===== config.mk =====
export PLATFORM = sky130hd
export DESIGN_NAME = match_ctrl
export DESIGN_NICKNAME = d
export VERILOG_FILES = /design/src/rtl/game_defs_pkg.sv /design/src/rtl/sec_ticker.sv /design/src/rtl/match_ctrl.sv
export SDC_FILE = /design/constraint.sdc
export NUM_CORES = 1
export LEC_CHECK = 0
export ABC_AREA = 1
export ABC_CLOCK_PERIOD_IN_PS = 2600
export BUFFER_PORTS_ARGS = -buffer_cell sky130_fd_sc_hd__buf_2
export CORE_MARGIN = 2
export CORE_UTILIZATION = 56
export CTS_BUF_LIST = sky130_fd_sc_hd__clkbuf_2 sky130_fd_sc_hd__clkbuf_4 sky130_fd_sc_hd__clkbuf_8
export DETAILED_ROUTE_END_ITERATION = 6
export PLACE_DENSITY_LB_ADDON = 0.08
export RECOVER_POWER = 25
export SLEW_MARGIN = 20
export SYNTH_ARGS = -nofsm -noshare
export SYNTH_HDL_FRONTEND = slang
export SYNTH_HIERARCHICAL = 1
export SYNTH_SLANG_ARGS = --single-unit
export TNS_END_PERCENT = 100

===== constraint.sdc =====
create_clock -name clk -period 2.6 [get_ports clk]
set_input_delay 0.13 -clock clk [delete_from_list [all_inputs] [get_ports clk]]
set_output_delay 0.13 -clock clk [all_outputs]
set_load 0.02 [all_outputs]

===== src/rtl/game_defs_pkg.sv =====
// Shared game definitions used by match_ctrl, the arms generators, the
// movement blocks and the renderer.
//   state_t   : 3-bit game state bus encoding
//   HP_FULL   : full HP value; anything above it is a wrapped HP and counts as KO
//   SCREEN_*  : screen geometry shared by the movement blocks and the renderer
//   sat_inc2  : saturating 2-bit increment for round scores
package game_defs;

    typedef enum logic [2:0] {
        MENU  = 3'b000,
        GAME  = 3'b001,
        P1WIN = 3'b010,
        P2WIN = 3'b011,
        TIE   = 3'b100,
        PIONT = 3'b101
    } state_t;

    localparam int HP_FULL  = 100;

    localparam int SCREEN_W = 640;
    localparam int SCREEN_H = 480;
    localparam int GROUND_Y = 400;

    function automatic logic [1:0] sat_inc2(input logic [1:0] v);
        return (v == 2'd3) ? v : v + 2'd1;
    endfunction

endpackage


===== src/rtl/sec_ticker.sv =====
// One-second tick generator.
//   clk, rst : clock, asynchronous active-low reset
//   en       : count enable; the prescaler sits at 0 while low
//   clr      : synchronous clear, wins over en
//   tick     : high for one cycle when the prescaler is at CLK_PER_SEC-1
module sec_ticker #(
    parameter int CLK_PER_SEC = 100000000
) (
    input  logic clk,
    input  logic rst,
    input  logic en,
    input  logic clr,
    output logic tick
);

    localparam int CW = (CLK_PER_SEC > 1) ? $clog2(CLK_PER_SEC) : 1;
    localparam logic [CW-1:0] LAST = CW'(CLK_PER_SEC - 1);

    logic [CW-1:0] cnt;

    // gated by en so a CLK_PER_SEC of 1 cannot tick outside counting states
    assign tick = en && (cnt == LAST);

    always_ff @(posedge clk or negedge rst) begin
        if (!rst)
            cnt <= '0;
        else if (clr || !en)
            cnt <= '0;
        else if (cnt == LAST)
            cnt <= '0;
        else
            cnt <= cnt + 1'b1;
    end

endmodule


===== src/rtl/match_ctrl.sv =====
// Match sequencer: MENU -> rounds (GAME / PIONT) -> P1WIN / P2WIN / TIE.
//   clk, rst   : clock, asynchronous active-low reset
//   key_start  : start/confirm key (level); acted on at its rising edge only
//   p1HP, p2HP : player HP from the arms generators, registered once here
//   state      : game state bus (game_defs::state_t encoding)
//   timerSec   : seconds left in the current round
//   p1Score    : rounds won by P1 (saturating)
//   p2Score    : rounds won by P2 (saturating)
//   roundNum   : current round 1..MAX_ROUNDS, 0 in MENU
module match_ctrl #(
    parameter int CLK_PER_SEC = 100000000,
    parameter int ROUND_SEC   = 60,
    parameter int HOLD_SEC    = 3,
    parameter int WIN_ROUNDS  = 2,
    parameter int MAX_ROUNDS  = 3,
    parameter int HP_FULL     = game_defs::HP_FULL
) (
    input  logic       clk,
    input  logic       rst,
    input  logic       key_start,
    input  logic [7:0] p1HP,
    input  logic [7:0] p2HP,
    output logic [2:0] state,
    output logic [6:0] timerSec,
    output logic [1:0] p1Score,
    output logic [1:0] p2Score,
    output logic [1:0] roundNum
);

    import game_defs::*;

    localparam logic [6:0] RSEC      = ROUND_SEC[6:0];
    localparam logic [7:0] HOLD_LAST = HOLD_SEC[7:0] - 8'd1;
    localparam logic [7:0] HP_MAX    = HP_FULL[7:0];
    localparam logic [1:0] WIN_V     = WIN_ROUNDS[1:0];
    localparam logic [1:0] MAX_V     = MAX_ROUNDS[1:0];

    state_t     st, st_nxt;
    logic [6:0] tmr, tmr_nxt;
    logic [1:0] s1, s1_nxt, s2, s2_nxt;
    logic [1:0] rnd, rnd_nxt;
    logic [7:0] hold, hold_nxt;
    logic       key_d;
    logic [7:0] hp1_q, hp2_q;
    logic       press, ko1, ko2, tick, tick_en;

    assign press   = key_start & ~key_d;
    assign ko1     = (hp1_q == 8'd0) || (hp1_q > HP_MAX);
    assign ko2     = (hp2_q == 8'd0) || (hp2_q > HP_MAX);
    assign tick_en = (st == GAME) || (st == PIONT);

    // prescaler restarts on every state change so each round and each
    // hold period starts on a full second
    sec_ticker #(.CLK_PER_SEC(CLK_PER_SEC)) u_sec (
        .clk  (clk),
        .rst  (rst),
        .en   (tick_en),
        .clr  (st_nxt != st),
        .tick (tick)
    );

    always_ff @(posedge clk or negedge rst) begin
        if (!rst) begin
            st    <= MENU;
            tmr   <= RSEC;
            s1    <= 2'd0;
            s2    <= 2'd0;
            rnd   <= 2'd0;
            hold  <= 8'd0;
            key_d <= 1'b0;
            hp1_q <= HP_MAX;
            hp2_q <= HP_MAX;
        end else begin
            st    <= st_nxt;
            tmr   <= tmr_nxt;
            s1    <= s1_nxt;
            s2    <= s2_nxt;
            rnd   <= rnd_nxt;
            hold  <= hold_nxt;
            key_d <= key_start;
            hp1_q <= p1HP;
            hp2_q <= p2HP;
        end
    end

    always_comb begin
        st_nxt   = st;
        tmr_nxt  = tmr;
        s1_nxt   = s1;
        s2_nxt   = s2;
        rnd_nxt  = rnd;
        hold_nxt = hold;
        case (st)
            MENU: begin
                if (press) begin
                    st_nxt  = GAME;
                    rnd_nxt = 2'd1;
                    s1_nxt  = 2'd0;
                    s2_nxt  = 2'd0;
                    tmr_nxt = RSEC;
                end
            end
            GAME: begin
                // keeping hold at 0 here means PIONT always starts from 0
                hold_nxt = 8'd0;
                if (ko1 || ko2) begin
                    st_nxt = PIONT;
                    if (ko2 && !ko1)
                        s1_nxt = sat_inc2(s1);
                    else if (ko1 && !ko2)
                        s2_nxt = sat_inc2(s2);
                end else if (tick && tmr == 7'd1) begin
                    st_nxt  = PIONT;
                    tmr_nxt = 7'd0;
                    if (hp1_q > hp2_q)
                        s1_nxt = sat_inc2(s1);
                    else if (hp2_q > hp1_q)
                        s2_nxt = sat_inc2(s2);
                end else if (tick && tmr != 7'd0) begin
                    tmr_nxt = tmr - 7'd1;
                end
            end
            PIONT: begin
                if (tick) begin
                    if (hold == HOLD_LAST) begin
                        hold_nxt = 8'd0;
                        if (s1 == WIN_V)
                            st_nxt = P1WIN;
                        else if (s2 == WIN_V)
                            st_nxt = P2WIN;
                        else if (rnd == MAX_V)
                            st_nxt = (s1 > s2) ? P1WIN : (s2 > s1) ? P2WIN : TIE;
                        else begin
                            st_nxt  = GAME;
                            rnd_nxt = rnd + 2'd1;
                            tmr_nxt = RSEC;
                        end
                    end else begin
                        hold_nxt = hold + 8'd1;
                    end
                end
            end
            P1WIN, P2WIN, TIE: begin
                // scores stay on screen until the next match starts
                if (press) begin
                    st_nxt  = MENU;
                    rnd_nxt = 2'd0;
                    tmr_nxt = RSEC;
                end
            end
            default: st_nxt = MENU;
        endcase
    end

    assign state    = st;
    assign timerSec = tmr;
    assign p1Score  = s1;
    assign p2Score  = s2;
    assign roundNum = rnd;

endmodule


# Word-level counts from Yosys, hierarchy flattened
# Index checks and enable logic that the tools add are counted.
[totals]
inputBits = 19
word_cells = 132
regBits = 68
out_inout_bits = 16
[op_classes]
addsub = 6
n_lt_le_gt_ge = 6
reduce_logical = 28
muxes = 49
n_eq_ne = 31
bitwise_logic = 2
[ops]
columns = ["operator", "count"]
rows = [
  ["7-bit 2-to-1 mux", 9],
  ["27-bit 2-to-1 mux", 2],
  ["2-bit 2-to-1 mux", 19],
  ["3-bit 2-to-1 mux", 11],
  ["27-bit by 1-bit adder with 27-bit output (second input constant)", 1],
  ["27-bit equality test (second input constant)", 1],
  ["7-bit case mux with 3 select lines", 1],
  ["8-bit by 7-bit > comparator with 1-bit output (second input constant)", 2],
  ["8-bit > comparator", 2],
  ["8-bit zero test", 2],
  ["8-bit 2-to-1 mux", 2],
  ["8-bit case mux with 2 select lines", 1],
  ["2-bit != test (second input constant)", 7],
  ["3-bit by 1-bit != test with 1-bit output (second input constant)", 4],
  ["3-bit case mux with 4 select lines", 1],
  ["2-bit equality test (second input constant)", 5],
  ["9-bit AND reduction", 1],
  ["8-bit by 1-bit adder with 8-bit output (second input constant)", 1],
  ["8-bit by 2-bit equality test with 1-bit output (second input constant)", 1],
  ["2-bit case mux with 2 select lines", 2],
  ["8-bit AND reduction", 1],
  ["7-bit by 1-bit equality test with 1-bit output (second input constant)", 1],
  ["7-bit AND reduction", 1],
  ["7-bit nonzero test", 1],
  ["other kinds (23)", 43],
]

# Longest topological paths before layout
# Gate-level depths: netlist of the first run.
[depth]
word_depth = 12
mapped_depth = 20
ltp_nobuf = 19

# Modules after synthesis
# Netlist of the first run, hierarchy kept.
[by_module_without_submodules]
columns = ["module", "area_each_um2", "seq_area_each_um2", "cells_each", "instances"]
rows = [
  ["match_ctrl", 2542.4, 1038.5, 326, 1],
  ["sec_ticker", 1616.6, 675.6, 225, 1],
]

# Least setup slack after synthesis of the first run
# No wires, ideal clock.
[synth_timing]
kind = "flip-flop to flip-flop"
start = "reg u_sec.cnt[0]"
end = "reg u_sec.cnt[10]"
setup_slack_ns = -0.005
path_stages_with_launch = 21
setup_time_ns = 0.072
period_less_slack_ns = 2.605
arrival_time_ns = 2.533
required_time_ns = 2.528
path_buffers = 1
cell_sequence = "dfrtp_1 ha_1 nand2_1 nor2_4 nand2_2 inv_1 nand2_1 nor3_1 inv_1 nor2_1 nand2_1 nor2_1 nor2_1 nand3_1 nand2_1 inv_1 nand2_1 nor2_1 buf_2 inv_1 nor2_1"
[synth_between]
elab_chain_len = 9
elab_cells_between_ends = 12
cone_classes = "add/sub: 1; eq/ne: 2; mux: 6; reduce/logical: 3"
[synth_rtl]
columns = ["item", "line", "text"]
rows = [
  ["start, declared", "sec_ticker.sv:19", "logic [CW-1:0] cnt;"],
  ["start signal, assigned", "sec_ticker.sv:32", "cnt <= cnt + 1'b1;"],
  ["27-bit equality test *", "sec_ticker.sv:22", "assign tick = en && (cnt == LAST);"],
  ["1-bit logical AND *", "sec_ticker.sv:22", ""],
  ["via tick", "match_ctrl.sv:45", "logic press, ko1, ko2, tick, tick_en;"],
  ["1-bit logical AND", "match_ctrl.sv:112", "end else if (tick && tmr == 7'd1) begin"],
  ["3-bit 2-to-1 mux", "match_ctrl.sv:112", ""],
  ["3-bit 2-to-1 mux", "match_ctrl.sv:106", "if (ko1 || ko2) begin"],
  ["3-bit case mux with 4 select lines *", "match_ctrl.sv:93", "case (st)"],
  ["3-bit != test *", "match_ctrl.sv:58", ".clr (st_nxt != st),"],
  ["1-bit logical OR *", "sec_ticker.sv:27", "else if (clr || !en)"],
  ["27-bit 2-to-1 mux *", "sec_ticker.sv:27", ""],
]
# The timed path passes the listed nets; every way through them passes the cells marked *.
# A chain may end at the register's enable or synchronous reset.

# Worst setup path after layout of the first run
[layout_timing]
start = "reg u_sec.cnt[1]"
end = "reg u_sec.cnt[12]"
# Same word-level chain as after synthesis.

==> metrics.txt, run 1 <==
# TYPE chip_impl_metric gauge
chip_impl_info{name="dominantRegCellSynth",value="dfrtp_1"} 1
chip_impl_info{name="path_cells",value="ha_1, nand2_1, nor2_4, nand2_2, inv_1, nand2_1, nor3_2, inv_1, nor2_2, nand2_1, nor2_1, nor2_1, nand3_1, nand2_1, inv_1, nand2_1, nor2_2, buf_12, clkinvlp_4, nor2_1"} 1
chip_impl_metric{name="slew-limit-headroom",unit="%"} -7.753
chip_impl_metric{name="cts_sinks",unit=""} 68
chip_impl_metric{name="crit_path_max_incr_delay",unit="ps"} 370
chip_impl_metric{name="syn2layout_area_growth",unit="%"} 18.68
chip_impl_metric{name="insertedDiodeCount",unit=""} 0
chip_impl_metric{name="insertion_delay",unit="ps"} 350
chip_impl_metric{name="final.period_utilization",unit="%"} 94.10
chip_impl_metric{name="grt_max_degree",unit=""} 31
chip_impl_metric{name="crit_fanout",unit=""} 12
chip_impl_metric{name="power_leakage",unit="nW"} 2.407
chip_impl_metric{name="area_of_all_placed_cells_without_fillers",unit="sq um"} 4936
chip_impl_info{name="path_common_cell",value="nand2_1"} 1
chip_impl_metric{name="cp.required",unit="ps"} 2880
chip_impl_metric{name="max_cap_viol",unit=""} 1
chip_impl_info{name="cts_root_buffer",value="clkbuf_8"} 1
chip_impl_metric{name="wirelength",unit="um"} 9035
chip_impl_metric{name="track_usage",unit="%"} 24.09
chip_impl_metric{name="synth_sequential_area_ratio",unit="%"} 41.22
chip_impl_metric{name="drc",unit=""} 0
chip_impl_info{name="critPathCaptureType",value="flip-flop"} 1
chip_impl_metric{name="syn_area",unit="sq um"} 4159
chip_impl_metric{name="inserted_clock_buffers",unit=""} 9
chip_impl_metric{name="antenna_found_initial",unit=""} 0
chip_impl_metric{name="synth.avg_cell_area",unit="sq um"} 7.548
chip_impl_metric{name="syn_inst",unit=""} 551
chip_impl_info{name="run_status",value="finished, violations left"} 1
chip_impl_metric{name="die_h",unit="um"} 90.18
chip_impl_metric{name="ys_ff_latch",unit=""} 68
chip_impl_metric{name="initial_core_utilization",unit="%"} 57.65
chip_impl_metric{name="achievable-frequency",unit="GHz"} 0.4087
chip_impl_metric{name="avgViaCountPerCell",unit=""} 5.088
chip_impl_metric{name="final_layout_size_suffix_gt1_share",unit="%"} 19.65
chip_impl_metric{name="global_route_wire_length_before_repair",unit="um"} 15990
chip_impl_metric{name="timing.final.hold_violations",unit=""} 0
chip_impl_info{name="crit_slowest_cell",value="dfrtp_1"} 1
chip_impl_metric{name="cts.clk_slew.worst_paths",unit="ps"} 80
chip_impl_metric{name="port-buffer-count",unit=""} 34
chip_impl_info{name="yosys-top-cells-area",value="dfrtp_1 (35%), nand2_1 (12%), nor2_1 (8.8%), dfstp_2 (6.3%), ha_1 (6.3%)"} 1
chip_impl_info{name="crit_path_class",value="flip-flop to flip-flop"} 1
chip_impl_info{name="synth.largest_area_cell",value="dfrtp_1"} 1
chip_impl_metric{name="ioPinCount",unit=""} 35
chip_impl_metric{name="cts.htree.levels",unit=""} 3
chip_impl_metric{name="design.final.nets",unit=""} 661
chip_impl_metric{name="die_area",unit="sq um"} 8132
chip_impl_info{name="min_path_type",value="primary input to flip-flop"} 1
chip_impl_metric{name="ys_async_sr_fraction",unit="%"} 100.0
chip_impl_metric{name="wire_per_inst",unit="um"} 12.46
chip_impl_info{name="cts_tree",value="done"} 1
chip_impl_metric{name="final.setup_skew",unit="ps"} 12.72
chip_impl_metric{name="yosys.area.top_type_share",unit="%"} 34.90
chip_impl_metric{name="setup_viol",unit=""} 0
chip_impl_metric{name="dp_cells",unit=""} 689
chip_impl_metric{name="ys_types",unit=""} 37
chip_impl_metric{name="cts_max_path_buffers",unit=""} 2
chip_impl_metric{name="finalWeightedCongestion",unit=""} 0.9374
chip_impl_info{name="critical_path.startpoint_type",value="flip-flop"} 1
chip_impl_metric{name="core",unit="sq um"} 7214
chip_impl_metric{name="floorplan.die.width",unit="um"} 90.18
chip_impl_info{name="failed_checks",value="max-capacitance violations, max-slew violations"} 1
chip_impl_metric{name="dr_total_vias",unit=""} 3689
chip_impl_metric{name="dr.first_iter.drc_count",unit=""} 212
chip_impl_metric{name="grt_pass1_vias",unit=""} 3597
chip_impl_metric{name="worstMarginPinSlew",unit="ps"} 1616
chip_impl_metric{name="post_dp_cell_area",unit="sq um"} 4506
chip_impl_metric{name="drt_pre_antenna_iters",unit=""} 5
chip_impl_metric{name="count_of_non_filler_cells_in_the_finished_layout",unit=""} 725
chip_impl_metric{name="irDropWorstVdd",unit="uV"} 297.7
chip_impl_info{name="synth_most_common_cell",value="nand2_1"} 1
chip_impl_metric{name="fp-row-count",unit=""} 31
chip_impl_metric{name="power-per-cell-area",unit="nW/um^2"} 420.9
chip_impl_metric{name="synth_fp_nets",unit=""} 591
chip_impl_metric{name="timing.final.crit_period",unit="ps"} 2447
chip_impl_metric{name="drtAntennaViolNets",unit=""} 0
chip_impl_metric{name="grt.overflow.total",unit=""} 0
chip_impl_metric{name="timing_max_transition_violations_final",unit=""} 31
chip_impl_metric{name="synth_edf_count",unit=""} 0
chip_impl_metric{name="ys.warnings.count",unit=""} 6
chip_impl_info{name="synthTopCellsByCount",value="nand2_1 (134), nor2_1 (97), inv_1 (69)"} 1
chip_impl_metric{name="dp_hpwl",unit="um"} 6734
chip_impl_metric{name="worstPathArrival",unit="ps"} 2730
[worst paths after layout]
check                                           to  slack [ps]               startpoint  cells after the start
min in group asynchronous       hp1_q[0]$_DFF_PN0_         740                      rst                      2
hold / removal                  hp1_q[0]$_DFF_PN0_         420                  p1HP[0]                      2
setup reg to reg           u_sec/cnt[12]$_DFF_PN0_         150   u_sec/cnt[1]$_DFF_PN0_                     20
max in group asynchronous       hp2_q[6]$_DFF_PN1_         760                      rst                      3
hold reg to reg            timerSec[5]$_DFFE_PN1P_         500  timerSec[5]$_DFFE_PN1P_                      2
setup / recovery           u_sec/cnt[12]$_DFF_PN0_         150   u_sec/cnt[1]$_DFF_PN0_                     20
[placed cells by master, fill, tap and decap left out, types with 8 or more instances in the layout]
| master | n |
|---|---|
| nor2_2 | 15 |
| o21ai_1 | 10 |
| nor2_1 | 90 |
| clkbuf_8 | 9 |
| ha_1 | 21 |
| nand2_2 | 8 |
| buf_4 | 10 |
| dfrtp_1 | 58 |
| dlygate4sd3_1 | 18 |
| a21oi_1 | 14 |
| nand2_1 | 134 |
| buf_2 | 33 |
| inv_1 | 67 |
| xor2_1 | 12 |
| nand3_1 | 38 |
| dfstp_2 | 10 |
[stage by stage]
stage | power, mW | util (%) | setup WS (ps) | hold slack [ps] | TNS, ps
2_1_floorplan | 1.143 | - | 124.5 | -165.6 | 0
3_3_place_gp | 1.188 | 62.45 | 175.8 | 187.7 | 0
3_5_place_dp | 1.192 | 62.45 | 57.42 | 201.8 | 0
4_1_cts | 2.100 | 67.71 | 30.36 | 356.6 | 0
5_1_grt | 2.169 | 68.42 | -28.81 | 402.3 | -101.6
6_report | 2.078 | 68.42 | 153.3 | 416.5 | 0
[cells by family after synthesis]
logic type               Yosys count  share of synthesized area, %
flip-flops                        68                         41.22
buffers and inverters             78                         7.461
XOR/XNOR                          17                         3.580
AND/OR/NAND/NOR                  318                         34.12
AO/OA/AOI/OAI                     49                         7.311
adder cells (fa/ha/maj)           21                         6.318
[report_power, final]
group | leakage (nW) | switching (mW) | internal, mW
Sequential | 0.865 | 0.00905 | 1.07
Clock | 0.0923 | 0.438 | 0.447
Combinational | 1.45 | 0.0591 | 0.0491
[registers in the layout, summed over array words and instances, names as in the netlist]
signal     count
p1Score        2
hp2_q          8
p2Score        2
key_d          1
timerSec       7
u_sec/cnt     27
hp1_q          8
hold           8
state          3
roundNum       2
[area by class of cell]
cell class	instances	area, sq um
clock buffers	9	123.9
clock inverters	7	75.07
fillers	617	2278
inverters	74	281.5
multi-input cells	405	2173
flip-flops and latches	68	1714
well taps	99	123.9
repair buffers	63	444.2
[worst max-delay path, delay by kind of cell (launching register included)]
family / cells / cell delay, ps
simple gates: 14 / 1290
buf+inv: 5 / 540
fa+ha+maj: 1 / 160
flops: 1 / 370
[timing repair]
| item | CTS | global route |
|---|---|---|
| endpoints found under the hold margin | 41 | 0 |
| setup buffers | 0 | 2 |
| endpoints found under the setup margin | 0 | 23 |
| resized for setup | 0 | 12 |
| hold buffers | 18 | 0 |
[metal layers]
metal | global-route usage (%) | routed length (um)
met5 | 0 | 0
met4 | 9.615 | 262
met3 | 4.694 | 420
met2 | 40.66 | 4394
met1 | 30.55 | 3957
(Power assumes the default switching activity.)
==> run 2, diff against run 1 <==
--- a/config.mk
+++ b/config.mk
@@ -5,7 +5,6 @@
 export SDC_FILE = /design/constraint.sdc
 export NUM_CORES = 1
 export LEC_CHECK = 0
-export ABC_AREA = 1
 export ABC_CLOCK_PERIOD_IN_PS = 2600
 export BUFFER_PORTS_ARGS = -buffer_cell sky130_fd_sc_hd__buf_2
 export CORE_MARGIN = 2
==> run 2 against run 1 <==
The flow finishes with violations (max-capacitance violations, max-slew violations, negative setup slack). Register-to-register slack got worse by 660 ps. Final cell count decreased by 13%. Total power increased by 1.5%. Non-clock buffer count increased by 65. Clock power increased by 2.8%. Combinational power increased by 4%. Largest cell class unchanged. Highest routed layer unchanged.
==> metrics.txt, run 2 <==
# TYPE chip_impl_metric gauge
chip_impl_metric{name="count_of_non_filler_cells_in_the_finished_layout",unit=""} 633
chip_impl_metric{name="max_cap_viol",unit=""} 1
chip_impl_metric{name="worstMarginPinSlew",unit="ps"} 1839
chip_impl_metric{name="cts_sinks",unit=""} 68
chip_impl_info{name="crit_family",value="simple AND/OR/NAND/NOR gates"} 1
chip_impl_metric{name="fp-row-count",unit=""} 30
chip_impl_metric{name="dp_hpwl",unit="um"} 6615
chip_impl_metric{name="dp_cells",unit=""} 585
chip_impl_info{name="crit_path_start",value="u_sec/cnt[25]$_DFF_PN0_"} 1
chip_impl_metric{name="avgViaCountPerCell",unit=""} 5.946
chip_impl_metric{name="ys_types",unit=""} 60
chip_impl_metric{name="irDropWorstVdd",unit="uV"} 352.8
chip_impl_metric{name="insertedDiodeCount",unit=""} 0
chip_impl_metric{name="seqCellArea",unit="sq um"} 1714
chip_impl_metric{name="yosys.area.top_type_share",unit="%"} 37.26
chip_impl_metric{name="setup_viol",unit=""} 39
chip_impl_metric{name="rrSetupSlack",unit="ps"} -510
chip_impl_metric{name="dr_total_vias",unit=""} 3764
chip_impl_info{name="max_flop_register",value="u_sec/cnt"} 1
chip_impl_metric{name="power_leakage",unit="nW"} 2.401
chip_impl_metric{name="switching_share",unit="%"} 24.95
chip_impl_info{name="crit_slowest_cell",value="or4b_4"} 1
chip_impl_metric{name="inserted_clock_buffers",unit=""} 9
chip_impl_metric{name="largest_register_ff_count",unit=""} 27
chip_impl_metric{name="insertion_delay",unit="ps"} 360
chip_impl_info{name="worstReg2RegEnd",value="timerSec[6]$_DFFE_PN0P_"} 1
chip_impl_metric{name="crit_path_max_incr_delay",unit="ps"} 510
chip_impl_metric{name="syn_area",unit="sq um"} 3895
chip_impl_info{name="layout_commonest_cell",value="buf_4"} 1
chip_impl_metric{name="syn_inst",unit=""} 422
chip_impl_info{name="grt_setup_unrepaired",value="true"} 1
chip_impl_metric{name="timing.final.crit_period",unit="ps"} 3107
chip_impl_metric{name="ioPinCount",unit=""} 35
chip_impl_metric{name="post_dp_cell_area",unit="sq um"} 4621
chip_impl_metric{name="die_h",unit="um"} 87.40
chip_impl_info{name="timing.critical_path.to",value="timerSec[6]$_DFFE_PN0P_"} 1
chip_impl_info{name="critical_path.startpoint_type",value="flip-flop"} 1
chip_impl_metric{name="timing.final.hold_violations",unit=""} 0
chip_impl_metric{name="final.period_utilization",unit="%"} 119.5
chip_impl_metric{name="timing.reg2reg.worst_path_depth",unit=""} 10
chip_impl_info{name="regToRegStartpoint",value="u_sec/cnt[25]$_DFF_PN0_"} 1
chip_impl_metric{name="die_area",unit="sq um"} 7639
chip_impl_metric{name="setup_ws_post_layout",unit="ps"} -507.0
chip_impl_metric{name="drtAntennaViolNets",unit=""} 0
chip_impl_metric{name="cts.clk_slew.worst_paths",unit="ps"} 80
chip_impl_metric{name="antenna_found_initial",unit=""} 0
chip_impl_metric{name="crit_fanout",unit=""} 2
chip_impl_info{name="min_path_type",value="primary input to flip-flop"} 1
chip_impl_metric{name="final.setup_skew",unit="ps"} 10.61
chip_impl_metric{name="wl_met3",unit="um"} 440
chip_impl_metric{name="dr.first_iter.drc_count",unit=""} 221
chip_impl_info{name="cts_tree",value="done"} 1
chip_impl_metric{name="syn2layout_area_growth",unit="%"} 35.72
chip_impl_metric{name="power-per-cell-area",unit="nW/um^2"} 399.0
chip_impl_metric{name="grt.overflow.total",unit=""} 0
chip_impl_metric{name="floorplan.die.width",unit="um"} 87.40
chip_impl_metric{name="n_fill_cell",unit=""} 466
chip_impl_metric{name="internal-power",unit="mW"} 1.583
chip_impl_metric{name="finalWeightedCongestion",unit=""} 0.9397
chip_impl_metric{name="route.layer.met1.wl",unit="um"} 4298
chip_impl_metric{name="synth.avg_cell_area",unit="sq um"} 9.230
chip_impl_metric{name="grt_max_degree",unit=""} 38
chip_impl_metric{name="initial_core_utilization",unit="%"} 57.65
chip_impl_info{name="failed_checks",value="max-capacitance violations, max-slew violations, negative setup slack"} 1
chip_impl_metric{name="global_route_wire_length_before_repair",unit="um"} 17170
chip_impl_metric{name="cts_max_path_buffers",unit=""} 2
chip_impl_metric{name="final_layout_size_suffix_gt1_share",unit="%"} 29.11
chip_impl_info{name="synthTopCellsByCount",value="dfrtp_1 (58), o21ai_0 (40), nand2_1 (34)"} 1
chip_impl_metric{name="critical_path_depth",unit=""} 10
chip_impl_metric{name="slew-limit-headroom",unit="%"} -22.63
chip_impl_metric{name="drc",unit=""} 0
chip_impl_metric{name="synth_sequential_area_ratio",unit="%"} 44.01
chip_impl_metric{name="port-buffer-count",unit=""} 34
chip_impl_metric{name="seqPwrFrac",unit="%"} 51.5
chip_impl_metric{name="achievable-frequency",unit="GHz"} 0.3218
chip_impl_metric{name="setup_tns",unit="ps"} -14690
chip_impl_metric{name="drt_pre_antenna_iters",unit=""} 5
chip_impl_metric{name="multiInputGateArea",unit="sq um"} 2142
chip_impl_metric{name="clock_power_share",unit="%"} 43.2
chip_impl_metric{name="worstPathBufferInverterCount",unit=""} 1
chip_impl_info{name="critPathCaptureType",value="flip-flop"} 1
chip_impl_info{name="cts_root_buffer",value="clkbuf_8"} 1
chip_impl_metric{name="power",unit="mW"} 2.109
chip_impl_metric{name="ys_async_sr_fraction",unit="%"} 100.0
chip_impl_metric{name="cts.htree.levels",unit=""} 3
chip_impl_metric{name="area_of_all_placed_cells_without_fillers",unit="sq um"} 5286
chip_impl_metric{name="design.final.nets",unit=""} 588
chip_impl_metric{name="met2_wirelength",unit="um"} 5146
chip_impl_metric{name="grt_pass1_vias",unit=""} 3673
chip_impl_metric{name="synth_edf_count",unit=""} 0
chip_impl_metric{name="ys_ff_latch",unit=""} 68
chip_impl_metric{name="core",unit="sq um"} 6756
chip_impl_metric{name="timing_max_transition_violations_final",unit=""} 32
chip_impl_info{name="dominantRegCellSynth",value="dfrtp_1"} 1
chip_impl_metric{name="wirelength",unit="um"} 10160
chip_impl_metric{name="total_switching_power",unit="mW"} 0.5263
chip_impl_info{name="synth_most_common_cell",value="dfrtp_1"} 1
chip_impl_info{name="yosys-top-cells-area",value="dfrtp_1 (37%), dfstp_2 (6.7%), ha_1 (6.7%), o21ai_0 (5.1%), a21oi_1 (4.1%)"} 1
chip_impl_info{name="run_status",value="finished, violations left"} 1
chip_impl_metric{name="final_util",unit="%"} 78.24
chip_impl_info{name="path_cells",value="nor4b_2, nand4_1, buf_4, nor4b_4, or4b_4, o21ba_4, or3_1, a2bb2oi_2, or3_4, o21ai_1"} 1
chip_impl_metric{name="track_usage",unit="%"} 28.93
chip_impl_info{name="highest_layer",value="met4"} 1
chip_impl_metric{name="worstPathArrival",unit="ps"} 3400
chip_impl_metric{name="synth_fp_nets",unit=""} 462
chip_impl_metric{name="comb_power_share",unit="%"} 5.3
chip_impl_info{name="crit_path_class",value="flip-flop to flip-flop"} 1
chip_impl_info{name="mostFrequentLayoutCells",value="buf_4 (65), dfrtp_1 (58), nand2_1 (34)"} 1
chip_impl_metric{name="ys.warnings.count",unit=""} 6
chip_impl_metric{name="wire_per_inst",unit="um"} 16.05
chip_impl_metric{name="cp.required",unit="ps"} 2890
chip_impl_info{name="synth.largest_area_cell",value="dfrtp_1"} 1
run 2: power groups by stage:
stage	logic (mW)	registers, mW	clock network (mW)
floorplan	0.0356	1.10	0
global placement	0.0822	1.11	0
detailed placement	0.0865	1.11	0
CTS	0.112	1.09	0.930
global route	0.126	1.09	0.971
finish	0.112	1.09	0.911
run 2: cell families after synthesis:
logic type      count (synthesis)  share of synthesized area (%)
xor+xnor                       15                          3.373
mux                             2                         0.5140
compound gates                106                          16.38
simple gates                  173                          25.06
flops                          68                          44.01
buf+inv                        37                          3.919
fa+ha+maj                      21                          6.746
run 2: worst min path at each step:
stage               startpoint                 endpoint  cells after the start
finish                 p2HP[7]       hp2_q[7]$_DFF_PN0_                      2
global route           p2HP[7]       hp2_q[7]$_DFF_PN0_                      2
CTS                        rst  u_sec/cnt[15]$_DFF_PN0_                      2
detailed placement         rst  u_sec/cnt[15]$_DFF_PN0_                      1
global placement       p2HP[6]       hp2_q[6]$_DFF_PN1_                      1
floorplan                  rst      hold[0]$_DFFE_PN0P_                      0
run 2: area by class of cell:
| type | instances | share of cell area [%] |
|---|---|---|
| multi-input combinational | 317 | 40.52 |
| tap | 80 | 1.893 |
| clock buffer | 9 | 2.343 |
| timing repair buffer | 128 | 19.57 |
| inverter | 24 | 1.704 |
| sequential | 68 | 32.43 |
| clock inverter | 7 | 1.538 |
run 2: routing by layer:
layer,global-route usage (%),vias to the layer above
met3,4.834,31
li1,-,1808
met5,0,-
met1,36.30,1797
met4,12.31,0
met2,49.10,128
run 2: what timing repair did:
item | in CTS | in global routing
gates cloned | 3 | 0
pin swaps | 9 | 3
hold endpoints to repair | 47 | 0
hold buffers | 18 | 0
gates resized for setup | 28 | 7
setup buffers | 9 | 6
endpoints found under the setup margin | 39 | 40
run 2: metrics by stage:
step / hold WS [ps] / worst slack (ps)
2_1_floorplan: -165.6 / -448.1
3_3_place_gp: 234.2 / -415.9
3_5_place_dp: 236.5 / -487.8
4_1_cts: 387.5 / -409.0
5_1_grt: 398.0 / -554.9
6_report: 400.5 / -507.0
==> run 3, diff against run 2 <==
--- a/config.mk
+++ b/config.mk
@@ -6,7 +6,7 @@
 export NUM_CORES = 1
 export LEC_CHECK = 0
 export ABC_CLOCK_PERIOD_IN_PS = 2600
-export BUFFER_PORTS_ARGS = -buffer_cell sky130_fd_sc_hd__buf_2
+export BUFFER_PORTS_ARGS = -buffer_cell sky130_fd_sc_hd__clkbuf_2
 export CORE_MARGIN = 2
 export CORE_UTILIZATION = 56
 export CTS_BUF_LIST = sky130_fd_sc_hd__clkbuf_2 sky130_fd_sc_hd__clkbuf_4 sky130_fd_sc_hd__clkbuf_8
==> run 3 against run 2 <==
The flow still finishes with violations (max-capacitance violations, max-slew violations, negative setup slack). Clock-buffer cell count stayed put. Clock skew grew 2.2 ps. Worst hold slack improved by 6.6 ps. Global-route usage down 0.50 points. Combinational power is 4% higher. Sequential share of layout area rose by 0.10 points. Die area is the same. Register-to-register slack worse by 60 ps. Critical path type unchanged. Largest power group unchanged. Highest routed layer unchanged.
==> metrics.txt, run 3 (synthesis results as in run 2) <==
# TYPE chip_impl_metric gauge
chip_impl_info{name="run_status",value="finished, violations left"} 1
chip_impl_info{name="failed_checks",value="max-capacitance violations, max-slew violations, negative setup slack"} 1
chip_impl_metric{name="die_area",unit="sq um"} 7639
chip_impl_metric{name="comb_power_share",unit="%"} 5.1
chip_impl_metric{name="grt.overflow.total",unit=""} 0
chip_impl_metric{name="n_fill_cell",unit=""} 426
chip_impl_metric{name="crit_fanout",unit=""} 3
chip_impl_metric{name="antenna_found_initial",unit=""} 0
chip_impl_metric{name="clock_power_share",unit="%"} 47.5
chip_impl_metric{name="drtAntennaViolNets",unit=""} 0
chip_impl_metric{name="cts_max_path_buffers",unit=""} 2
chip_impl_metric{name="timing_max_transition_violations_final",unit=""} 31
chip_impl_metric{name="achievable-frequency",unit="GHz"} 0.3153
chip_impl_metric{name="cts.clk_slew.worst_paths",unit="ps"} 80
chip_impl_metric{name="timing.final.hold_violations",unit=""} 0
chip_impl_metric{name="drt_pre_antenna_iters",unit=""} 5
chip_impl_metric{name="drc",unit=""} 0
chip_impl_metric{name="power-per-cell-area",unit="nW/um^2"} 434.4
chip_impl_metric{name="slew-limit-headroom",unit="%"} -18.43
chip_impl_metric{name="switching_share",unit="%"} 22.61
chip_impl_info{name="crit_path_class",value="flip-flop to flip-flop"} 1
chip_impl_info{name="grt_busiest_layer",value="met2"} 1
chip_impl_metric{name="internal-power",unit="mW"} 1.772
chip_impl_metric{name="final.period_utilization",unit="%"} 122.0
chip_impl_metric{name="setup_viol",unit=""} 40
chip_impl_metric{name="setup_ws_post_layout",unit="ps"} -571.8
chip_impl_metric{name="cp.required",unit="ps"} 2880
chip_impl_metric{name="core",unit="sq um"} 6756
chip_impl_metric{name="avgViaCountPerCell",unit=""} 5.957
chip_impl_info{name="critPathCaptureType",value="flip-flop"} 1
chip_impl_info{name="cts_tree",value="done"} 1
chip_impl_metric{name="design.final.nets",unit=""} 585
chip_impl_metric{name="syn2layout_area_growth",unit="%"} 35.30
chip_impl_metric{name="max_cap_viol",unit=""} 1
chip_impl_info{name="grt_setup_unrepaired",value="true"} 1
chip_impl_metric{name="insertion_delay",unit="ps"} 350
chip_impl_info{name="cts_root_buffer",value="clkbuf_8"} 1
chip_impl_metric{name="track_usage",unit="%"} 28.44
chip_impl_metric{name="global_route.usage.met3",unit="%"} 5.024
chip_impl_metric{name="cts.htree.levels",unit=""} 3
chip_impl_metric{name="final_layout_size_suffix_gt1_share",unit="%"} 28.73
chip_impl_metric{name="dr.first_iter.drc_count",unit=""} 259
chip_impl_metric{name="timing.final.crit_period",unit="ps"} 3172
chip_impl_metric{name="met1_usage",unit="%"} 36.24
chip_impl_metric{name="use_met2",unit="%"} 47.25
chip_impl_metric{name="worstMarginPinSlew",unit="ps"} 1776
chip_impl_metric{name="insertedDiodeCount",unit=""} 0
chip_impl_metric{name="dp_hpwl",unit="um"} 6627
chip_impl_info{name="mostFrequentLayoutCells",value="buf_4 (66), dfrtp_1 (58), nand2_1 (34)"} 1
chip_impl_metric{name="irDropWorstVdd",unit="uV"} 368.2
chip_impl_metric{name="cts_sinks",unit=""} 68
chip_impl_metric{name="worstPathArrival",unit="ps"} 3450
chip_impl_metric{name="wirelength",unit="um"} 10310
chip_impl_metric{name="total_switching_power",unit="mW"} 0.5176
chip_impl_metric{name="grt_max_degree",unit=""} 39
chip_impl_metric{name="post_dp_cell_area",unit="sq um"} 4621
chip_impl_metric{name="area_of_all_placed_cells_without_fillers",unit="sq um"} 5270
chip_impl_metric{name="global_route_wire_length_before_repair",unit="um"} 16910
chip_impl_metric{name="floorplan.die.width",unit="um"} 87.40
chip_impl_metric{name="grt_pass1_vias",unit=""} 3683
chip_impl_metric{name="inserted_clock_buffers",unit=""} 9
chip_impl_info{name="min_path_type",value="primary input to flip-flop"} 1
chip_impl_metric{name="wire_per_inst",unit="um"} 16.37
chip_impl_metric{name="seqPwrFrac",unit="%"} 47.5
chip_impl_metric{name="final.setup_skew",unit="ps"} 12.84
chip_impl_metric{name="finalWeightedCongestion",unit=""} 0.9114
chip_impl_metric{name="ioPinCount",unit=""} 35
chip_impl_metric{name="fp-row-count",unit=""} 30
chip_impl_metric{name="port-buffer-count",unit=""} 34
chip_impl_metric{name="die_h",unit="um"} 87.40
chip_impl_info{name="critical_path.startpoint_type",value="flip-flop"} 1
chip_impl_metric{name="largest_register_ff_count",unit=""} 27
chip_impl_metric{name="setup_tns",unit="ps"} -16430
chip_impl_metric{name="power_leakage",unit="nW"} 2.397
chip_impl_info{name="max_flop_register",value="u_sec/cnt"} 1
chip_impl_metric{name="power",unit="mW"} 2.290
chip_impl_info{name="layout_commonest_cell",value="buf_4"} 1
chip_impl_metric{name="initial_core_utilization",unit="%"} 57.65
chip_impl_metric{name="dr_total_vias",unit=""} 3753
run 3: layer usage:
metal  part of all wire, %  routed length, um  vias to the layer above
li1                      -                  -                     1795
met1                    43               4458                     1809
met5                     0                  0                        -
met2                    50               5184                      124
met4                   2.3                235                        0
met3                   4.2                435                       25
run 3: power by group through the flow:
stage               Clock, mW  Sequential, mW  Combinational (mW)
floorplan                   0            1.10              0.0356
global placement            0            1.11              0.0822
detailed placement          0            1.11              0.0875
CTS                      1.09            1.09               0.112
global route             1.14            1.09               0.130
finish                   1.09            1.09               0.116
run 3: per-stage QoR:
step	setup WS, ps	hold slack [ps]	cells	util [%]
2_1_floorplan	-448.1	-165.6	422	-
3_3_place_gp	-457.0	216.8	585	68.39
3_5_place_dp	-473.4	219.3	585	68.39
4_1_cts	-434.2	399.8	629	77.43
5_1_grt	-694.2	415.7	630	78.00
6_report	-571.8	407.1	630	78.00
run 3: layout make-up:
| class | instances | area (sq um) | share of cell area, % |
|---|---|---|---|
| Clock inverter | 7 | 123.9 | 2.350 |
| Timing Repair Buffer | 125 | 982.2 | 18.64 |
| Clock buffer | 9 | 123.9 | 2.350 |
| Multi-Input combinational cell | 317 | 2136 | 40.53 |
| Sequential cell | 68 | 1714 | 32.53 |
| Inverter | 24 | 90.09 | 1.709 |
| Tap cell | 80 | 100.1 | 1.899 |
run 3: worst max-delay path, stage by stage, from the launching register on:
cell	delay (ps)
dfrtp_1	400
nor4b_2	290
nand4_1	150
buf_4	180
nor4b_4	310
or4b_4	510
o21ba_4	210
or3_4	380
a2bb2oi_4	170
or3_4	380
o21ai_1	110
run 3: path summary, 6_finish.rpt:
check	end	cells past startpoint	slack, ps	from
max in group asynchronous	u_sec/cnt[20]$_DFF_PN0_	2	780	rst
setup / recovery	timerSec[6]$_DFFE_PN0P_	10	-570	u_sec/cnt[25]$_DFF_PN0_
min in group asynchronous	u_sec/cnt[26]$_DFF_PN0_	2	780	rst
hold reg to reg	timerSec[4]$_DFFE_PN1P_	2	500	timerSec[4]$_DFFE_PN1P_
setup reg to reg	timerSec[6]$_DFFE_PN0P_	10	-570	u_sec/cnt[25]$_DFF_PN0_
hold / removal	hp1_q[2]$_DFF_PN1_	2	410	p1HP[2]
run 3: repair_timing:
item                                    CTS  global route
endpoints found under the hold margin    46             0
hold buffers                             18             0
cloned                                    3             0
pin swaps                                 6            10
gates resized for setup                  15            15
endpoints found under the setup margin   39            40
buffers inserted                          7             1
